<file path="src/rtl/countdown_timer.sv">
// countdown_timer: BCD mm:ss countdown (load/start/pause, borrow chain, stop at 00:00); alarm hold-off built only with `COUNTDOWN_ALARM_EN
module countdown_timer #(
    parameter int ALARM_TICKS = 5
) (
    input  logic       clk,
    input  logic       reset,
    input  logic       tick,
    input  logic       load,
    input  logic [3:0] ld_min_tens,
    input  logic [3:0] ld_min_ones,
    input  logic [3:0] ld_sec_tens,
    input  logic [3:0] ld_sec_ones,
    input  logic       start,
    input  logic       pause,
    output logic [3:0] min_tens,
    output logic [3:0] min_ones,
    output logic [3:0] sec_tens,
    output logic [3:0] sec_ones,
    output logic       running,
    output logic       done,
    output logic       load_err,
    output logic       alarm
);
    typedef enum logic [1:0] {IDLE, RUN, PAUSE, DONE} state_t;
    state_t state, state_n;
    logic [3:0] mt_n, mo_n, st_n, so_n;
    logic [3:0] dec_mt, dec_mo, dec_st, dec_so;
    logic done_n, load_err_n, zero, dec_zero, ld_ok;
    assign dec_so = sec_ones == 4'd0 ? 4'd9 : sec_ones - 4'd1;
    assign dec_st = sec_ones != 4'd0 ? sec_tens : sec_tens == 4'd0 ? 4'd5 : sec_tens - 4'd1;
    assign dec_mo = sec_ones != 4'd0 || sec_tens != 4'd0 ? min_ones : min_ones == 4'd0 ? 4'd9 : min_ones - 4'd1;
    assign dec_mt = sec_ones != 4'd0 || sec_tens != 4'd0 || min_ones != 4'd0 ? min_tens : min_tens - 4'd1;
    assign dec_zero = {dec_mt, dec_mo, dec_st, dec_so} == 16'd0;
    assign zero = {min_tens, min_ones, sec_tens, sec_ones} == 16'd0;
    assign ld_ok = ld_min_tens <= 4'd5 && ld_min_ones <= 4'd9 && ld_sec_tens <= 4'd5 && ld_sec_ones <= 4'd9;
    // state, digits and pulse outputs all change together on the edge
    always_ff @(posedge clk) begin
        if (reset) begin
            state    <= IDLE;
            min_tens <= '0;
            min_ones <= '0;
            sec_tens <= '0;
            sec_ones <= '0;
            running  <= 1'b0;
            done     <= 1'b0;
            load_err <= 1'b0;
        end else begin
            state    <= state_n;
            min_tens <= mt_n;
            min_ones <= mo_n;
            sec_tens <= st_n;
            sec_ones <= so_n;
            running  <= state_n == RUN;
            done     <= done_n;
            load_err <= load_err_n;
        end
    end
    // next state and digits: RUN only decrements/pauses, every other state only loads/starts
    always_comb begin
        state_n    = state;
        mt_n       = min_tens;
        mo_n       = min_ones;
        st_n       = sec_tens;
        so_n       = sec_ones;
        done_n     = 1'b0;
        load_err_n = 1'b0;
        if (state == RUN) begin
            if (tick) {mt_n, mo_n, st_n, so_n} = {dec_mt, dec_mo, dec_st, dec_so};
            done_n  = tick && dec_zero;
            state_n = done_n ? DONE : pause ? PAUSE : RUN;
        end else if (load) begin
            if (ld_ok) begin
                {mt_n, mo_n, st_n, so_n} = {ld_min_tens, ld_min_ones, ld_sec_tens, ld_sec_ones};
                state_n = IDLE;
            end else begin
                load_err_n = 1'b1;
            end
        end else if (start && state != DONE && !zero) begin
            state_n = RUN;
        end
    end
`ifdef COUNTDOWN_ALARM_EN
    localparam logic [3:0] ALARM_LAST = 4'(ALARM_TICKS);
    logic [3:0] alarm_cnt;
    logic load_ok;
    assign load_ok = load && ld_ok && state != RUN;
    // alarm rises with done, counts ticks while in DONE and drops after the last one; a valid load clears it
    always_ff @(posedge clk) begin
        if (reset || load_ok) begin
            alarm     <= 1'b0;
            alarm_cnt <= '0;
        end else if (done_n) begin
            alarm     <= 1'b1;
            alarm_cnt <= '0;
        end else if (state == DONE && alarm && tick) begin
            alarm     <= alarm_cnt + 4'd1 != ALARM_LAST;
            alarm_cnt <= alarm_cnt + 4'd1;
        end
    end
`else
    // held low; ALARM_TICKS is always at least 1 so this comparison is constant 0
    assign alarm = ALARM_TICKS == 0;
`endif
endmodule

</file>
<file path="config.mk">
export PLATFORM = sky130hd
export DESIGN_NAME = countdown_timer
export DESIGN_NICKNAME = d
export VERILOG_FILES = /design/src/rtl/countdown_timer.sv
export SDC_FILE = /design/constraint.sdc
export NUM_CORES = 1
export LEC_CHECK = 0
export ABC_AREA = 0
export CAP_MARGIN = 20
export CORE_ASPECT_RATIO = 1.75
export CORE_MARGIN = 2
export CORE_UTILIZATION = 38
export CTS_CLUSTER_SIZE = 14
export DETAILED_ROUTE_END_ITERATION = 10
export GPL_ROUTABILITY_DRIVEN = 0
export MAX_ROUTING_LAYER = met4
export PLACE_DENSITY_LB_ADDON = 0.15
export SYNTH_ARGS = -nofsm -noshare
export SYNTH_HDL_FRONTEND = slang
export SYNTH_SLANG_ARGS = --single-unit
</file>
<file path="constraint.sdc">
create_clock -name clk -period 2.67 [get_ports clk]
set_input_delay 0.534 -clock clk [delete_from_list [all_inputs] [get_ports clk]]
set_output_delay 0.534 -clock clk [all_outputs]
set_load 0.02 [all_outputs]
</file>
; ---- After elaboration in Yosys (flattened, before gate mapping)
; Cells that the tools add are included.
[word_totals]
register_bits = 21
latchBits = 0
mem_bits_rw = 0
romBits = 0
out_inout_bits = 20
elab_cells = 73
mem_count = 0
[op_classes]
add_sub_neg = 4
multipliers = 0
div_mod_pow = 0
n_lt_le_gt_ge = 4
eq_ne = 4
n_shift = 0
muxes = 29
bitwise = 2
reduce_logical = 22
[op_table]
columns = cell, n
row1 = 2-to-1 mux 4 bit, 22
row2 = zero test 16 bit, 2
row3 = subtractor 4 x 1 -> 4 bit (second input constant), 4
row4 = zero test 4 bit, 3
row5 = 2-to-1 mux 2 bit, 6
row6 = nonzero test 4 bit, 3
row7 = less-or-equal comparator 4 x 3 -> 1 bit (second input constant), 2
row8 = less-or-equal comparator 4 bit (second input constant), 2
row9 = logical AND 1 bit, 6
row10 = == test 2 x 1 -> 1 bit (second input constant), 2
row11 = != test 2 bit (second input constant), 2
row12 = nonzero test 2 bit, 2
row13 = AND reduction 3 bit, 1
row14 = OR reduction 3 bit, 1
row15 = logical OR 1 bit, 2
row16 = NOT 1 bit, 2
row17 = OR reduction 2 bit, 1
row18 = zero test 1 bit, 1
row19 = 2-to-1 mux 1 bit, 1

; ---- Logic depth before layout (Yosys ltp)
; Gate-level depths: netlist of the first run.
[logic_depth]
depth_word = 9
ltp_mapped = 7
depth_no_buf = 5

; ---- Least setup slack after synthesis of the first run
; Ideal clock, no wire load.
[synth_timing]
path_kind = register to register
start = reg sec_tens[1]
end = reg min_ones[2]
setup_time_ns = 0.067
arrival_time_ns = 2.082
required_ns = 2.603
setup_slack_ns = 0.521
path_stages_with_launch = 6
path_buffers = 0
path_cell_list = dfxtp_1 > or4_4 > or4_4 > or3b_1 > a21o_1 > a21oi_2
[synth_via]
elab_chain_cells = 5
[synth_rtl]
columns = item, line_no
row1 = "start, declared", 17  ; output logic [3:0] sec_tens,
row2 = "start signal, assigned", 51  ; sec_tens <= st_n;
row3 = nonzero test 4 bit, 31  ; assign dec_mo = sec_ones != 4'd0 || sec_tens != 4'd0 ? min_ones : min_ones == 4'd0 ? 4'd9 : min_ones - 4'd1;
row4 = logical OR 1 bit, 31
row5 = 2-to-1 mux 4 bit, 31
row6 = 2-to-1 mux 4 bit, 68  ; if (tick) {mt_n, mo_n, st_n, so_n} = {dec_mt, dec_mo, dec_st, dec_so};
row7 = 2-to-1 mux 4 bit, 67  ; if (state == RUN) begin
row8 = "end signal, assigned", 50  ; min_ones <= mo_n;
row9 = "end, declared", 16  ; output logic [3:0] min_ones,
; Every way passes these cells. The select of a mux whose other input is x is not followed.
; A chain may end at the register's enable or synchronous reset.

; ---- Final worst setup path of the first run
[layout_timing]
start = in load
end = reg min_ones[3]
[layout_via]
elab_chain_cells = 2
[layout_rtl]
columns = item, line_no
row1 = "start, declared", 8  ; input logic load,
row2 = nonzero test 2 bit (no line), --
row3 = AND reduction 3 bit (no line), --
; Every way passes these cells.

==> impl_metrics.yaml, run 1 <==
outcome:
  status: "complete, no violations"
setup_path:
  start_kind: "input pin"
  required_ns: 2.82
  crit_type: "input pin to flip-flop"
  reg2reg_from: "sec_tens[1]$_SDFFE_PP0P_"
  cpPeakStageDelay_ns: 0.49
  startpoint: "load"
  arrival_ns: 2.48
  worst_setup_path_end_kind: "flip-flop"
  rr_endpoint: "min_ones[2]$_SDFFE_PP0P_"
  cp_slowest_cell: "clkdlybuf4s50_1"
  path_cells: "clkdlybuf4s50_1 > a21boi_0 > and4b_1 > nand2_1 > o311ai_0 > a31oi_1"
  ff2ff_path_depth: 5
  critPathMaxFanout: 12
  reg2reg_slack_ns: 0.48
synthesis:
  yosysTopAreaCell: "dfxtp_1"
  synth_area_leaders: "dfxtp_1 34%, nand2_1 7.9%, a21oi_1 4.9%, o21ai_0 3.6%, a31oi_1 3.5%"
  syn_inst: 155
  ys_seq_elements: 21
  ys.flop_type: "dfxtp_1"
  synth_most_common_cell: "nand2_1"
  syn_area_mm2: 0.001237
  synth_common_cells: "26 x nand2_1, 21 x dfxtp_1, 12 x a21oi_1"
  ys_seq_area_share_pct: 33.97
  synth_edf_count: 0
  synth_nets: 179
  synth_top_cell_area_share_pct: 33.97
  synth_cell_types: 43
  yosys_warnings: 0
  avgSynthCellArea_um2: 7.983
  synthArstFlopShare_pct: 0
timing:
  period_minus_slack_ns: 2.338
  fmax_mhz: 427.7
  skew_ns: 0.006464
  hold_ws_ns: 0.5081
  max_slew_margin_pct: 51.88
  slew_viol_final: 0
  min_period_over_period_pct: 87.56
  tightestPinTransition_ns: 0.7218
  tns_ns: 0
  finalSetupViolations: 0
  grt_setup_unrepaired: "no"
  hold_viol_final: 0
floorplan:
  fp-row-count: 27
  start_util_pct: 39.39
  fp.dieH_um: 79.49
  die_area_mm2: 0.003747
  die_x_um: 47.14
  ioPinCount: 42
  fp.coreArea_mm2: 0.003142
grt:
  grt_usage_pct: 21.85
  grt_antenna_before_repair: 0
  grt_first_pass_wirelength_um: 5878
  grt.overflow.total: 0
  grt_pass1_vias: 1292
  grt_max_degree: 22
drt:
  ant_nets: 0
  wl_per_cell_um: 15.60
  drt-total-wl_um: 3665
  vias: 1354
  initialDrtViolationCount: 58
  firstDrtPassIters: 4
  drc: 0
  viasPerCell: 5.762
clocking:
  cts_resized: 0
  cts_max_path_buffers: 2
  cts_max_level: 1
  cts.sinks: 21
  postCtsSetupRepairBufs: 0
  clkTransAtPathRegs_ns: 0.08
  clock_latency_ns: 0.27
  root_buffer: "clkbuf_8"
  cts_buffers: 3
  ctsHoldBuffers: 0
  cts_tree: "yes"
pwr:
  vdd_ir_drop_max_mv: 0.4438
  p_per_area_mw_per_mm2: 608.6
  power.leakage_nw: 0.5827
cells_and_area:
  drive_gt1_share_pct: 8.333
  final_nets: 217
  area_growth_pct: 37.11
  n_fill_cell: 314
  final_area_mm2: 0.001697
  regArea_um2: 420.4
  diodes: 0
  multi_input_area_um2: 745.7
place:
  port_buffers: 40
  dpl_cell_area_mm2: 0.001650
  dp_hpwl_um: 2727
job:
  drv_cap: 0
min_path:
  hold_path.startpoint: "sec_tens[0]$_SDFFE_PP0P_"
  hp-class: "flip-flop to flip-flop"
  hold_depth: 2
  hold_end: "sec_tens[0]$_SDFFE_PP0P_"
[flip-flops by register name (all words and copies together), names as in the netlist]
register and count:
done 1, load_err 1, min_ones 4, min_tens 4, running 1, sec_ones 4, sec_tens 4, state 2
[routing by layer]
layer	GRT usage, %	routed length [um]
met4	9.444	36
met1	25.31	1415
met3	2.489	193
met5	-	0
met2	36.30	2019
[cells by family after synthesis]
group                      Yosys count  synth area share, %
DFF                                 21                33.97
other                                1               0.3030
buffers and inverters               12                5.764
and+or+nand+nor                     70                31.95
AOI/OAI and AO/OA                   49                25.99
adders and majority gates            2                2.022
[cell type report]
type,instances,share of cell area (%)
clock buffer,3,2.434
clock inverter,1,0.2950
inverter,2,0.4425
multi-input combinational,122,43.95
sequential,21,24.78
tap,43,3.171
timing repair buffer,43,24.93
[cell usage in the layout, fill, tap and decap left out, types with 2 or more instances in the layout]
master	synthesis	layout
clkdlybuf4s50_1	0	40
nand2_1	26	26
dfxtp_1	21	21
a21oi_1	12	12
o21ai_0	9	9
nor2_1	8	8
a31oi_1	7	7
nand3_1	6	6
nand3b_1	4	4
nor3_1	4	4
and4b_1	3	3
or4_4	3	3
o311ai_0	3	3
o211ai_1	3	3
clkbuf_8	1	3
buf_4	1	3
inv_1	2	2
nand2b_1	2	2
a21boi_0	2	2
and2_1	2	2
nor2b_1	2	2
a221oi_1	2	2
nand4_1	2	2
a21o_1	2	2
or2_2	2	2
o31ai_1	2	2
ha_1	2	2
[worst max path at each step]
stage                          endpoint
5_1_grt        sec_ones[2]$_SDFFE_PP0P_
2_1_floorplan  min_ones[2]$_SDFFE_PP0P_
6_report       min_ones[3]$_SDFFE_PP0P_
3_3_place_gp   min_tens[1]$_SDFFE_PP0P_
4_1_cts        min_tens[1]$_SDFFE_PP0P_
3_5_place_dp   sec_ones[2]$_SDFFE_PP0P_
[where the power goes]
part | internal (mW) | switching [mW]
combinational | 0.200 | 0.227
clock | 0.104 | 0.115
sequential | 0.345 | 0.0405
total | 0.650 | 0.383
[metrics by stage]
step	power, mW	cells	worst slack [ns]	utilization (%)
final	1.033	235	0.3320	54.00
after global routing	1.091	235	0.2059	54.00
after CTS	1.028	235	0.3525	54.00
after detailed placement	0.8165	231	0.08887	52.53
after global placement	0.8114	231	0.1370	52.53
after floorplan	0.6604	155	0.5212	-
[worst max-delay path: cells and delay by family]
kind | cells | cell delay (ns)
simple gates | 2 | 0.77
compound gates | 3 | 0.68
buf+inv | 1 | 0.49
(Power assumes the default switching activity.)
==> run 2, diff against run 1 <==
--- a/config.mk
+++ b/config.mk
@@ -14,4 +14,5 @@
 export DETAILED_ROUTE_END_ITERATION = 10
 export GPL_ROUTABILITY_DRIVEN = 0
+export GPL_TIMING_DRIVEN = 0
 export MAX_ROUTING_LAYER = met4
 export PLACE_DENSITY_LB_ADDON = 0.15
==> constraint.sdc (replaced) <==
create_clock -name clk -period 2.67 [get_ports clk]
set_input_delay 0.534 -clock clk [delete_from_list [all_inputs] [get_ports clk]]
set_output_delay 0.534 -clock clk [all_outputs]
set_load 0.005 [all_outputs]
==> run 2 against run 1 <==
Worst hold slack better by 0.00062 ns. First-iteration DRC count decreased by 16%. Fmax fell by 0.90%. Clock skew down 0.0039 ns. Die area did not move. Combinational power decreased by 7.7%. Core utilization rose by 1.2 points. Setup slack worse by 0.021 ns. Via count is 0.66% higher. Largest power group unchanged.
==> impl_metrics.yaml, run 2 (synthesis results as in run 1) <==
setup_path:
  critPathMaxFanout: 10
  cpPeakStageDelay_ns: 0.44
  required_ns: 2.83
  path_cells: "clkdlybuf4s50_1 > o21ai_0 > and4b_1 > nand2_1 > clkbuf_1 > a221oi_1"
  reg2reg_slack_ns: 0.41
  arrival_ns: 2.52
  worst_setup_path_end_kind: "flip-flop"
  cp_num_buf_inv: 2
  crit_type: "input pin to flip-flop"
  start_kind: "input pin"
  cp_slowest_cell: "clkdlybuf4s50_1"
  cp_top_family: "buffers and inverters"
floorplan:
  fp.coreArea_mm2: 0.003142
  fp-row-count: 27
  die_area_mm2: 0.003747
  fp.dieH_um: 79.49
  ioPinCount: 42
  start_util_pct: 39.39
  die_x_um: 47.14
cells_and_area:
  drive_gt1_share_pct: 7.576
  stdcell_count: 241
  diodes: 0
  regArea_um2: 420.4
  final_cell_mix: "40 x clkdlybuf4s50_1, 26 x nand2_1, 21 x dfxtp_1"
  final_util_pct: 55.16
  multi_input_area_um2: 745.7
  mostFrequentLayoutCell: "clkdlybuf4s50_1"
  area_growth_pct: 40.04
  final_nets: 223
  n_fill_cell: 320
outcome:
  status: "complete, no violations"
clocking:
  cts_max_level: 1
  cts_tree: "yes"
  clkTransAtPathRegs_ns: 0.08
  cts_max_path_buffers: 2
  root_buffer: "clkbuf_8"
  postCtsSetupRepairBufs: 0
  clock_latency_ns: 0.26
  cts.sinks: 21
  cts_resized: 0
  cts_buffers: 3
min_path:
  hp-class: "flip-flop to flip-flop"
drt:
  initialDrtViolationCount: 49
  drt-met1-wl_um: 1432
  vias: 1363
  drc: 0
  drt-total-wl_um: 3735
  wl_met3_um: 182
  wl_met2_um: 1989
  viasPerCell: 5.656
  wl_per_cell_um: 15.50
  highest_layer: "met4"
  firstDrtPassIters: 4
  ant_nets: 0
grt:
  grt_max_degree: 12
  grt.overflow.total: 0
  grt_pass1_vias: 1359
  grt_antenna_before_repair: 0
  grt_first_pass_wirelength_um: 6058
  grt_usage_pct: 21.93
timing:
  finalSetupViolations: 0
  skew_ns: 0.002600
  tns_ns: 0
  tightestPinTransition_ns: 0.5344
  max_slew_margin_pct: 64.37
  period_minus_slack_ns: 2.359
  grt_setup_unrepaired: "no"
  hold_ws_ns: 0.5087
  min_period_over_period_pct: 88.36
  slew_viol_final: 0
  hold_viol_final: 0
  fmax_mhz: 423.9
pwr:
  vdd_ir_drop_max_mv: 0.3046
  power_uw: 987.8
  p_per_area_mw_per_mm2: 570.0
  power.leakage_nw: 0.5952
place:
  port_buffers: 40
  dp_hpwl_um: 2879
  dp_cells: 238
job:
  drv_cap: 0
==> run 2: cell types whose count changed in the layout (fill, tap and decap cells not counted) <==
cell           before  now
buf_6               0    1
clkinv_2            1    0
clkbuf_1            0    6
dlygate4sd1_1       0    1
buf_4               3    1
clkbuf_8            3    4
==> run 2: worst paths after layout <==
kind / startpoint / cells after the start / to
worst min register to register: sec_tens[0]$_SDFFE_PP0P_ / 2 / sec_tens[0]$_SDFFE_PP0P_
worst max register to register: sec_tens[1]$_SDFFE_PP0P_ / 5 / state[1]$_SDFF_PP0_
worst min-delay path: sec_tens[0]$_SDFFE_PP0P_ / 2 / sec_tens[0]$_SDFFE_PP0P_
worst max-delay path: ld_sec_ones[1] / 6 / sec_ones[3]$_SDFFE_PP0P_
==> run 2: routing by layer <==
layer | vias up | track usage, %
met5 | - | -
li1 | 662 | -
met1 | 629 | 24.27
met4 | 0 | 9.444
met2 | 57 | 38.22
met3 | 15 | 1.357
==> run 2: worst min-delay path: stages, from the launching register on <==
cell	delay, ns
dfxtp_1	0.33
o211ai_1	0.08
a21oi_1	0.06
==> run 2: metrics by stage <==
| step | worst slack [ns] | cell area, um2 |
|---|---|---|
| 2_1_floorplan | 0.5958 | 1237 |
| 3_3_place_gp | 0.007289 | 1692 |
| 3_5_place_dp | -0.01889 | 1692 |
| 4_1_cts | 0.2250 | 1737 |
| 5_1_grt | 0.07361 | 1733 |
| 6_report | 0.3109 | 1733 |
==> run 2: cell type report <==
cell class | instances | area share, %
Multi-Input combinational cell | 122 | 43.03
Inverter | 2 | 0.4332
Tap cell | 43 | 3.105
Buffer | 9 | 3.466
Clock buffer | 4 | 2.599
Sequential cell | 21 | 24.26
Timing Repair Buffer | 40 | 23.10
==> run 2: repair_timing <==
item	CTS	global route
hold endpoints to repair	0	0
setup endpoints to repair	0	1
hold buffers	0	0
==> run 2: where the power goes <==
part	switching [mW]	total (mW)	internal, mW
Sequential	0.0371	0.382	0.345
Combinational	0.197	0.394	0.197
Clock	0.106	0.212	0.106
